===== src/rtl/loop_count_pkg.sv =====
// Shared definitions for the loop count controller: state encoding and default count width.
package loop_count_pkg;

    localparam int DEFAULT_WIDTH = 8;

    typedef enum logic [1:0] {
        ST_IDLE = 2'd0,
        ST_RUN  = 2'd1,
        ST_FIN  = 2'd2,
        ST_ABT  = 2'd3
    } state_t;

endpackage : loop_count_pkg


===== src/rtl/cnt_zero_det.sv =====
// Combinational zero detector for the count register; also flags count==1 by testing count-1 for zero.
module cnt_zero_det #(
    parameter int WIDTH = 8
) (
    input  logic [WIDTH-1:0] value_i,
    output logic             zero_o,
    output logic             one_o
);

    logic [WIDTH-1:0] value_dec;

    // A zero input wraps to all-ones here, so one_o stays low for it.
    assign value_dec = value_i - WIDTH'(1);
    assign zero_o    = (value_i == '0);
    assign one_o     = (value_dec == '0);

endmodule : cnt_zero_det


===== src/rtl/loop_count_ctrl.sv =====
// Loadable down-counting loop controller: loads an iteration count, steps it down in RUN,
// and pulses DONE on normal completion or ABORTED on cancel.
module loop_count_ctrl
    import loop_count_pkg::*;
#(
    parameter int WIDTH = DEFAULT_WIDTH
) (
    input  logic             clk_i,
    input  logic             rst_n_i,
    input  logic             start_i,
    input  logic [WIDTH-1:0] count_i,
    input  logic             step_en_i,
    input  logic             abort_i,
    output logic [WIDTH-1:0] iter_o,
    output logic             zero_o,
    output logic             busy_o,
    output logic             done_o,
    output logic             aborted_o
);

    state_t           state_q, state_d;
    logic [WIDTH-1:0] count_q, count_d;
    logic             cnt_zero;
    logic             cnt_one;

    cnt_zero_det #(
        .WIDTH (WIDTH)
    ) u_zero_det (
        .value_i (count_q),
        .zero_o  (cnt_zero),
        .one_o   (cnt_one)
    );

    always_ff @(posedge clk_i or negedge rst_n_i) begin
        if (!rst_n_i) begin
            state_q <= ST_IDLE;
            count_q <= '0;
        end else begin
            state_q <= state_d;
            count_q <= count_d;
        end
    end

    always_comb begin
        state_d = state_q;
        count_d = count_q;
        unique case (state_q)
            ST_IDLE: begin
                if (start_i) begin
                    count_d = count_i;
                    state_d = (count_i == '0) ? ST_FIN : ST_RUN;
                end
            end
            ST_RUN: begin
                // Abort outranks a step, including the final one.
                if (abort_i) begin
                    state_d = ST_ABT;
                end else if (step_en_i) begin
                    count_d = count_q - WIDTH'(1);
                    if (cnt_one) begin
                        state_d = ST_FIN;
                    end
                end
            end
            ST_FIN:  state_d = ST_IDLE;
            ST_ABT:  state_d = ST_IDLE;
            default: state_d = ST_IDLE;
        endcase
    end

    assign iter_o    = count_q;
    assign zero_o    = cnt_zero;
    assign busy_o    = (state_q == ST_RUN);
    assign done_o    = (state_q == ST_FIN);
    assign aborted_o = (state_q == ST_ABT);

endmodule : loop_count_ctrl


===== config.mk =====
export PLATFORM = sky130hd
export DESIGN_NAME = loop_count_ctrl
export DESIGN_NICKNAME = d
export VERILOG_FILES = /design/src/rtl/loop_count_pkg.sv /design/src/rtl/cnt_zero_det.sv /design/src/rtl/loop_count_ctrl.sv
export SDC_FILE = /design/constraint.sdc
export NUM_CORES = 1
export LEC_CHECK = 0
export BUFFER_PORTS_ARGS = -buffer_cell sky130_fd_sc_hd__buf_2
export CAP_MARGIN = 20
export CORE_MARGIN = 1
export CORE_UTILIZATION = 45
export DETAILED_ROUTE_END_ITERATION = 16
export GPL_ROUTABILITY_DRIVEN = 0
export PLACE_DENSITY = 0.75
export SLEW_MARGIN = 20
export SYNTH_ARGS = -nofsm -noshare
export SYNTH_HDL_FRONTEND = slang
export SYNTH_HIERARCHICAL = 1
export SYNTH_SLANG_ARGS = --single-unit

===== constraint.sdc =====
create_clock -name clk_i -period 3.84 [get_ports clk_i]
set_clock_uncertainty 0.2 [all_clocks]
set_input_delay 0.384 -clock clk_i [delete_from_list [all_inputs] [get_ports clk_i]]
set_output_delay 0.384 -clock clk_i [all_outputs]
set_load 0.02 [all_outputs]

**Word level (Yosys, flattened, before mapping)**

Cells that the tools add are included.

- $add $sub $neg: 1
- $mul: 0
- Divide/modulo/power cells: 0
- Order comparisons: 0
- Eq/ne operators: 8
- Shifts and indexed selects: 0
- Muxes and demuxes: 10
- Bitwise gates (word level): 0
- Reductions and logical operators: 8

Operators by type and width:

| operator | count |
|---|---|
| 8-bit zero test | 3 |
| 8-bit 2-to-1 mux | 3 |
| 8-bit case mux with 2 select lines | 1 |
| 2-bit 2-to-1 mux | 5 |
| 8-bit by 1-bit subtractor with 8-bit output, second input constant | 1 |
| 2-bit != test, second input constant | 3 |
| 2-bit case mux with 3 select lines | 1 |
| 2-bit equality test, second input constant | 2 |
| 4-bit AND reduction | 1 |
| 3-bit by 2-bit != test with 1-bit output, second input constant | 1 |
| 3-bit != test, second input constant | 1 |
| 3-bit AND reduction | 1 |
| 2-bit by 1-bit equality test with 1-bit output, second input constant | 1 |
| 2-bit zero test | 1 |
| 2-bit nonzero test | 1 |
| 2-bit OR reduction | 1 |

- Bits in registers: 10
- Latch bits: 0
- RAM bits: 0
- Bits in read-only memories: 0
- Output and inout port bits: 12
- Memories kept: 0

**Logic depth before layout (Yosys ltp)**

Gate-level depths: netlist of run 1.

- Depth in word-level cells: 6
- Gate-level depth with buffers: 6
- Mapped depth without buffers: 6

**Hierarchy**

The synthesis of run 1 kept the hierarchy.

Modules (own cells, without submodules):

| module | times used | cells each | area an instance (um2) |
|---|---|---|---|
| loop_count_ctrl | 1 | 76 | 648.1 |
| cnt_zero_det | 1 | 5 | 41.3 |

**Least setup slack after synthesis of run 1**

No wires, ideal clock.

- Kind: flip-flop to flip-flop
- From: register count_q[0], in the netlist iter_o[0]
- To: register count_q[6], in the netlist iter_o[6]
- Library setup time: 0.121 ns
- Arrival: 1.801 ns
- Data required time: 3.519 ns
- Setup slack: 1.718 ns
- Stages on the path, launching flop included: 7
- Buffers on the path: 0
- Cells stage by stage: dfrtp_1 -> inv_1 -> ha_1 -> or3b_4 -> or3_1 -> o22a_1 -> o22a_1

- Longest elaborated chain between the ends: 4

Ends and longest elaborated chain:

| item | RTL line | source |
|---|---|---|
| start: declaration | loop_count_ctrl.sv:22 | `logic [WIDTH-1:0] count_q, count_d;` |
| start signal: assignment | loop_count_ctrl.sv:40 | `count_q <= count_d;` |
| 8-bit by 1-bit subtractor with 8-bit output | loop_count_ctrl.sv:59 | `count_d = count_q - WIDTH'(1);` |
| 8-bit 2-to-1 mux | loop_count_ctrl.sv:58 | `end else if (step_en_i) begin` |
| 8-bit 2-to-1 mux | loop_count_ctrl.sv:56 | `if (abort_i) begin` |
| 8-bit case mux with 2 select lines | loop_count_ctrl.sv:47 | `unique case (state_q)` |

No other way between the ends. The select of a mux whose other input is x is not followed.
A chain may end at the register's enable or synchronous reset.

**Worst setup path after layout of run 1**

- From: register state_q[1]
- To: output busy_o

- Longest elaborated chain between the ends: 1

Ends and longest elaborated chain:

| item | RTL line | source |
|---|---|---|
| start: declaration | loop_count_ctrl.sv:21 | `state_t state_q, state_d;` |
| start signal: assignment | loop_count_ctrl.sv:39 | `state_q <= state_d;` |
| 2-bit by 1-bit equality test with 1-bit output | loop_count_ctrl.sv:73 | `assign busy_o = (state_q == ST_RUN);` |
| end: declaration | loop_count_ctrl.sv:16 | `output logic busy_o,` |

No other way between the ends.

==> flow_metrics.tcl, run 1 <==
set metrics [dict create \
    status "finished, final reports clean" \
    root_buffer "clkbuf_4" \
    clkTransAtPathRegs_ns 0.06 \
    yosysUniqueCellTypes 33 \
    synthFlopType "dfrtp_1" \
    ys_warn_count 6 \
    coreArea_sq_mm 0.00137 \
    fp.dieArea_sq_mm 0.00169 \
    grt_pass1_vias 585 \
    finalCriticalPeriod_ns 2.31 \
    synth-seq-cells 10 \
    cpPeakStageDelay_ns 0.47 \
    drc 0 \
    cp_max_fo 13 \
    io_pins 25 \
    die_x_um 41.1 \
    utilization_pct 62.1 \
    path_cells "nand2b_1 > clkinv_1 > buf_2" \
    port_buffers 24 \
    max_freq_mhz 433 \
    fp.dieH_um 41.1 \
    slew_viol_final 0 \
    cts_tree "done" \
    worstMarginPinSlew_ns 0.420 \
    synth.largest_area_cell "dfrtp_1" \
    worstPathArrival_ns 1.73 \
    wl_mm 1.65 \
    yosysTopAreaCellShare_pct 36.3 \
    drive_gt1_share_pct 32.1 \
    num_rows 13 \
    tns_ns 0 \
    clock-sinks 10 \
    grt_pass1_wl_mm 2.49 \
    htree_levels 1 \
    start_kind "flop" \
    wl_per_cell_um 13.7 \
    clk_latency_ns 0.27 \
    placed_area_sq_um 816 \
    cts_made_buffers 3 \
    start_util_pct 50.5 \
    synthArstFlopShare_pct 100 \
    post-dp-hpwl_mm 1.25 \
    leakage_nw 0.366 \
    avgSynthCellArea_sq_um 8.51 \
    synth_nets 95 \
    cp-end-kind "primary output" \
    initialDrtViolationCount 35 \
    synthesis.area_sq_um 689 \
    hold_class "in2reg" \
    dr.pass1.iters 4 \
    track_usage_pct 22.9 \
    antenna_found_initial 0 \
    p_per_area_mw_per_mm2 855 \
    nets 122 \
    clockBufferDepth 2 \
    maxSlewHeadroom_pct 71.7 \
    syn_inst 81 \
    synth-edff-count 0 \
    crit_type "reg2out" \
    cts_resized 0 \
    hold_viol 0 \
    final_area_sq_um 848 \
    antenna_cells 0 \
    yosysSeqAreaShare_pct 36.3 \
    setup_viol 0 \
    cap_violations 0 \
    area_growth_pct 23.0 \
    fillers 121 \
    vias 707 \
    rsz0062_at_grt "no" \
    period_share_pct 60.2 \
    ant_nets 0 \
    yosys-top-cells-area "dfrtp_1, a21oi_1, o21ai_0" \
    cp_slowest_cell "dfrtp_1" \
    grt_max_degree 15 \
    grt-ovfl-total 0 \
    worst-endpoint-required_ns 3.26 \
    ir_worst_vdd_uv 472 \
    vias_per_cell 5.84 \
]
## worst max-delay path, delay by kind of cell (launching register included)
kind	cells	cell delay [ns]
buffers and inverters	2	0.58
flip-flops	1	0.47
AND/OR/NAND/NOR	1	0.41
## final cells by class
type | instances | area, sq um | area share, %
clock buffer | 3 | 22.5 | 2.65
inverter | 5 | 18.8 | 2.21
multi-input combinational | 63 | 408 | 48.1
sequential | 10 | 250 | 29.5
tap | 15 | 18.8 | 2.21
timing repair buffer | 25 | 130 | 15.3
## kinds of logic after synthesis
kind of cell,Yosys count,synth area share [%]
simple gates,32,30.3
compound gates,30,27.0
fa+ha+maj,1,1.81
buf+inv,8,4.53
flops,10,36.3
## sequential cells by signal (all words and copies together) (netlist names)
name and cells:
iter_o 8, state_q 2
## metal layers
layer	up-vias	track usage, %	part of all wire (%)
met5	-	0	0
met2	34	35.9	44
li1	356	-	-
met1	317	29.8	47
met4	0	2.42	0
met3	0	10.3	8.8
## power by group
part | switching (mW) | internal [mW] | total (mW)
Clock | 0.0342 | 0.0362 | 0.0703
Combinational | 0.235 | 0.172 | 0.407
Sequential | 0.0910 | 0.157 | 0.248
## path summary, 6_finish.rpt
path | start | endpoint | slack [ns] | cells past startpoint
max in group asynchronous | rst_n_i | iter_o[1]$_DFFE_PN0P_ | 2.93 | 2
worst max-delay path | state_q[1]$_DFFE_PN0P_ | busy_o | 1.53 | 3
worst max register to register | iter_o[0]$_DFFE_PN0P_ | iter_o[6]$_DFFE_PN0P_ | 1.69 | 6
worst min-delay path | step_en_i | state_q[0]$_DFFE_PN0P_ | 0.16 | 2
min in group asynchronous | rst_n_i | iter_o[6]$_DFFE_PN0P_ | 0.30 | 2
worst min register to register | state_q[1]$_DFFE_PN0P_ | state_q[0]$_DFFE_PN0P_ | 0.38 | 1
## cell usage in the layout (no fill, tap or decap)
cell / Yosys / routed
or3b_4: 1 / 1
ha_1: 1 / 1
nor3b_1: 1 / 1
a221oi_1: 1 / 1
a311oi_1: 1 / 1
clkinv_1: 1 / 1
nand3b_1: 2 / 2
o21ai_0: 8 / 8
nor2b_1: 3 / 3
inv_1: 4 / 4
or4_1: 1 / 1
o21a_1: 1 / 1
o22a_1: 3 / 3
and2_1: 1 / 1
a31oi_1: 2 / 2
a21oi_1: 9 / 9
or3_2: 1 / 1
nor2_1: 5 / 5
dfrtp_1: 10 / 10
nor4_2: 2 / 2
clkbuf_4: 0 / 3
dlygate4sd3_1: 0 / 1
or3_1: 1 / 1
o22ai_1: 2 / 2
nand2_1: 4 / 4
buf_2: 1 / 24
nor3_1: 2 / 2
a21o_1: 1 / 1
nand2b_1: 3 / 3
a211oi_1: 1 / 1
or4_4: 2 / 2
nor4_1: 3 / 3
o21ba_2: 1 / 1
## synth_stat cells, drive strengths merged (2+ instances only)
library cell  number
dfrtp             10
nor4               5
buf                2
or3                2
o22a               3
a21oi              9
or4                3
a31oi              2
nor3               2
nor2               5
o22ai              2
nor2b              3
inv                4
o21ai              8
nand2b             3
nand3b             2
nand2              4
## per-stage QoR
stage               power, mW  hold slack (ns)  setup slack [ns]  std cells
floorplan               0.541           -0.112              1.72         81
global placement        0.645           0.0615              1.76        117
detailed placement      0.653           0.0622              1.71        117
CTS                     0.726            0.157              1.54        121
global route            0.785            0.160              1.37        121
finish                  0.726            0.156              1.53        121
## timing repair
item / 4_1_cts / 5_1_grt
buffers inserted: 0 / 0
hold endpoints to repair: 10 / 0
hold buffers: 1 / 0
Power figures use the tool's default switching activity.
==> run 2, diff against run 1 <==
==> constraint.sdc (replaced) <==
create_clock -name clk_i -period 2.34 [get_ports clk_i]
set_clock_uncertainty 0.2 [all_clocks]
set_input_delay 0.234 -clock clk_i [delete_from_list [all_inputs] [get_ports clk_i]]
set_output_delay 0.234 -clock clk_i [all_outputs]
set_load 0.02 [all_outputs]
==> run 2 against run 1 <==
Sequential share of layout area is 0.97 points lower. Final cell count is 2.5% higher. Largest cell class unchanged. Clock-buffer cell count is 1 higher. Sequential cell count is the same. Largest power group unchanged. Via count grew 5.2%. Global-route usage is 1.7 points higher. Worst setup slack got worse by 1.3 ns. Critical path type is now reg2reg.
==> flow_metrics.tcl, run 2 (synthesis results as in run 1) <==
set metrics [dict create \
    antenna_cells 0 \
    fillers 134 \
    clk_latency_ns 0.27 \
    cts_resized 0 \
    fp.dieArea_sq_mm 0.00169 \
    vias 744 \
    track_usage_pct 24.6 \
    start_util_pct 50.5 \
    drive_gt1_share_pct 33.9 \
    swShare_pct 48.2 \
    leakage_nw 0.383 \
    clockBufferDepth 2 \
    start_kind "flop" \
    grt_pass1_wl_mm 2.60 \
    rrSetupSlack_ns 0.27 \
    wl_per_cell_um 13.9 \
    cp-end-kind "flop" \
    tns_ns 0 \
    hold_end "state_q[0]$_DFFE_PN0P_" \
    finalCriticalPeriod_ns 2.07 \
    ir_worst_vdd_uv 735 \
    maxSlewHeadroom_pct 71.8 \
    hold_viol 0 \
    ant_nets 0 \
    htree_levels 1 \
    area_growth_pct 27.2 \
    grt_max_degree 15 \
    pwr-share-seq_pct 31.4 \
    setup_viol 0 \
    worstMarginPinSlew_ns 0.419 \
    clock-sinks 10 \
    p_int_mw 0.660 \
    largest_reg_flops 8 \
    dr.pass1.iters 4 \
    clkPwrFrac_pct 12.5 \
    worstPathArrival_ns 2.03 \
    r2r-end "iter_o[6]$_DFFE_PN0P_" \
    io_pins 25 \
    root_buffer "clkbuf_4" \
    p_per_area_mw_per_mm2 1450 \
    cts_tree "done" \
    grt_pass1_vias 602 \
    pre_cts_ws_ns 0.285 \
    slew_viol_final 0 \
    initialDrtViolationCount 28 \
    drc 0 \
    worst-endpoint-required_ns 2.30 \
    status "finished, final reports clean" \
    max_freq_mhz 484 \
    port_buffers 24 \
    cts_made_buffers 3 \
    pwr-share-comb_pct 56.1 \
    rr_worst_depth 6 \
    multi_input_area_sq_um 408 \
    wl_mm 1.72 \
    die_x_um 41.1 \
    final_common_cell "buf_2" \
    fp.dieH_um 41.1 \
    clkTransAtPathRegs_ns 0.07 \
    cap_violations 0 \
    post-dp-hpwl_mm 1.29 \
    hold_start "step_en_i" \
    layout_common_cells "buf_2, dfrtp_1, a21oi_1" \
    num_rows 13 \
    power.total_mw 1.27 \
    coreArea_sq_mm 0.00137 \
    netSwitchingPower_mw 0.614 \
    setup_ws_ns 0.275 \
    hold_class "in2reg" \
    grt-ovfl-total 0 \
    cp_max_fo 6 \
    period_share_pct 88.3 \
    vias_per_cell 6.00 \
    timing.rr.start "iter_o[1]$_DFFE_PN0P_" \
    antenna_found_initial 0 \
    crit_type "reg2reg" \
    holdPathStages 2 \
    nets 124 \
    regArea_sq_um 250 \
    rsz0062_at_grt "no" \
]
==> run 2: layout make-up <==
class	instances	share of cell area, %
clock buffers	4	4.14
inverters	5	2.14
multi-input cells	63	46.5
flip-flops and latches	10	28.5
well taps	15	2.14
repair buffers	27	16.5
==> run 2: metrics by stage <==
stage	hold slack, ns	area (sq um)	std cells	util [%]
2_1_floorplan	-0.262	689	81	-
3_3_place_gp	-0.0903	831	119	60.8
3_5_place_dp	-0.0908	831	119	60.8
4_1_cts	0.000568	877	124	64.2
5_1_grt	0.0179	877	124	64.2
6_report	0.00296	877	124	64.2
==> run 2: worst max-delay path: stages, from the launching register on <==
cell and delay [ns]:
dfrtp_1 0.43, inv_1 0.07, ha_1 0.18, or3b_4 0.39, or3_1 0.33, o22a_1 0.18
o22a_1 0.17
==> run 2: metal layers <==
layer / GRT usage, % / wire, um / vias to the layer above
met5: 0 / 0 / -
li1: - / - / 368
met1: 30.9 / 777 / 348
met4: 12.1 / 11 / 0
met3: 4.89 / 81 / 2
met2: 39.8 / 848 / 26
==> run 2: worst max path at each step <==
stage | from | end | depth (start not counted)
after floorplan | iter_o[0]$_DFFE_PN0P_ | iter_o[6]$_DFFE_PN0P_ | 6
after global placement | iter_o[1]$_DFFE_PN0P_ | iter_o[6]$_DFFE_PN0P_ | 6
after detailed placement | iter_o[1]$_DFFE_PN0P_ | iter_o[6]$_DFFE_PN0P_ | 6
after CTS | iter_o[1]$_DFFE_PN0P_ | iter_o[6]$_DFFE_PN0P_ | 6
after global routing | iter_o[1]$_DFFE_PN0P_ | iter_o[6]$_DFFE_PN0P_ | 6
final | iter_o[1]$_DFFE_PN0P_ | iter_o[6]$_DFFE_PN0P_ | 6
==> run 2: timing repair <==
| action | in CTS | in global routing |
|---|---|---|
| hold buffers | 1 | 0 |
| endpoints found under the hold margin | 10 | 0 |
| setup buffers | 0 | 0 |
==> run 2: power by group through the flow <==
| stage | Combinational [mW] | Sequential [mW] | Clock [mW] |
|---|---|---|---|
| after global routing | 0.787 | 0.417 | 0.171 |
| after global placement | 0.705 | 0.387 | 0 |
| final | 0.714 | 0.400 | 0.159 |
| after CTS | 0.716 | 0.397 | 0.163 |
| after detailed placement | 0.712 | 0.399 | 0 |
| after floorplan | 0.443 | 0.445 | 0 |
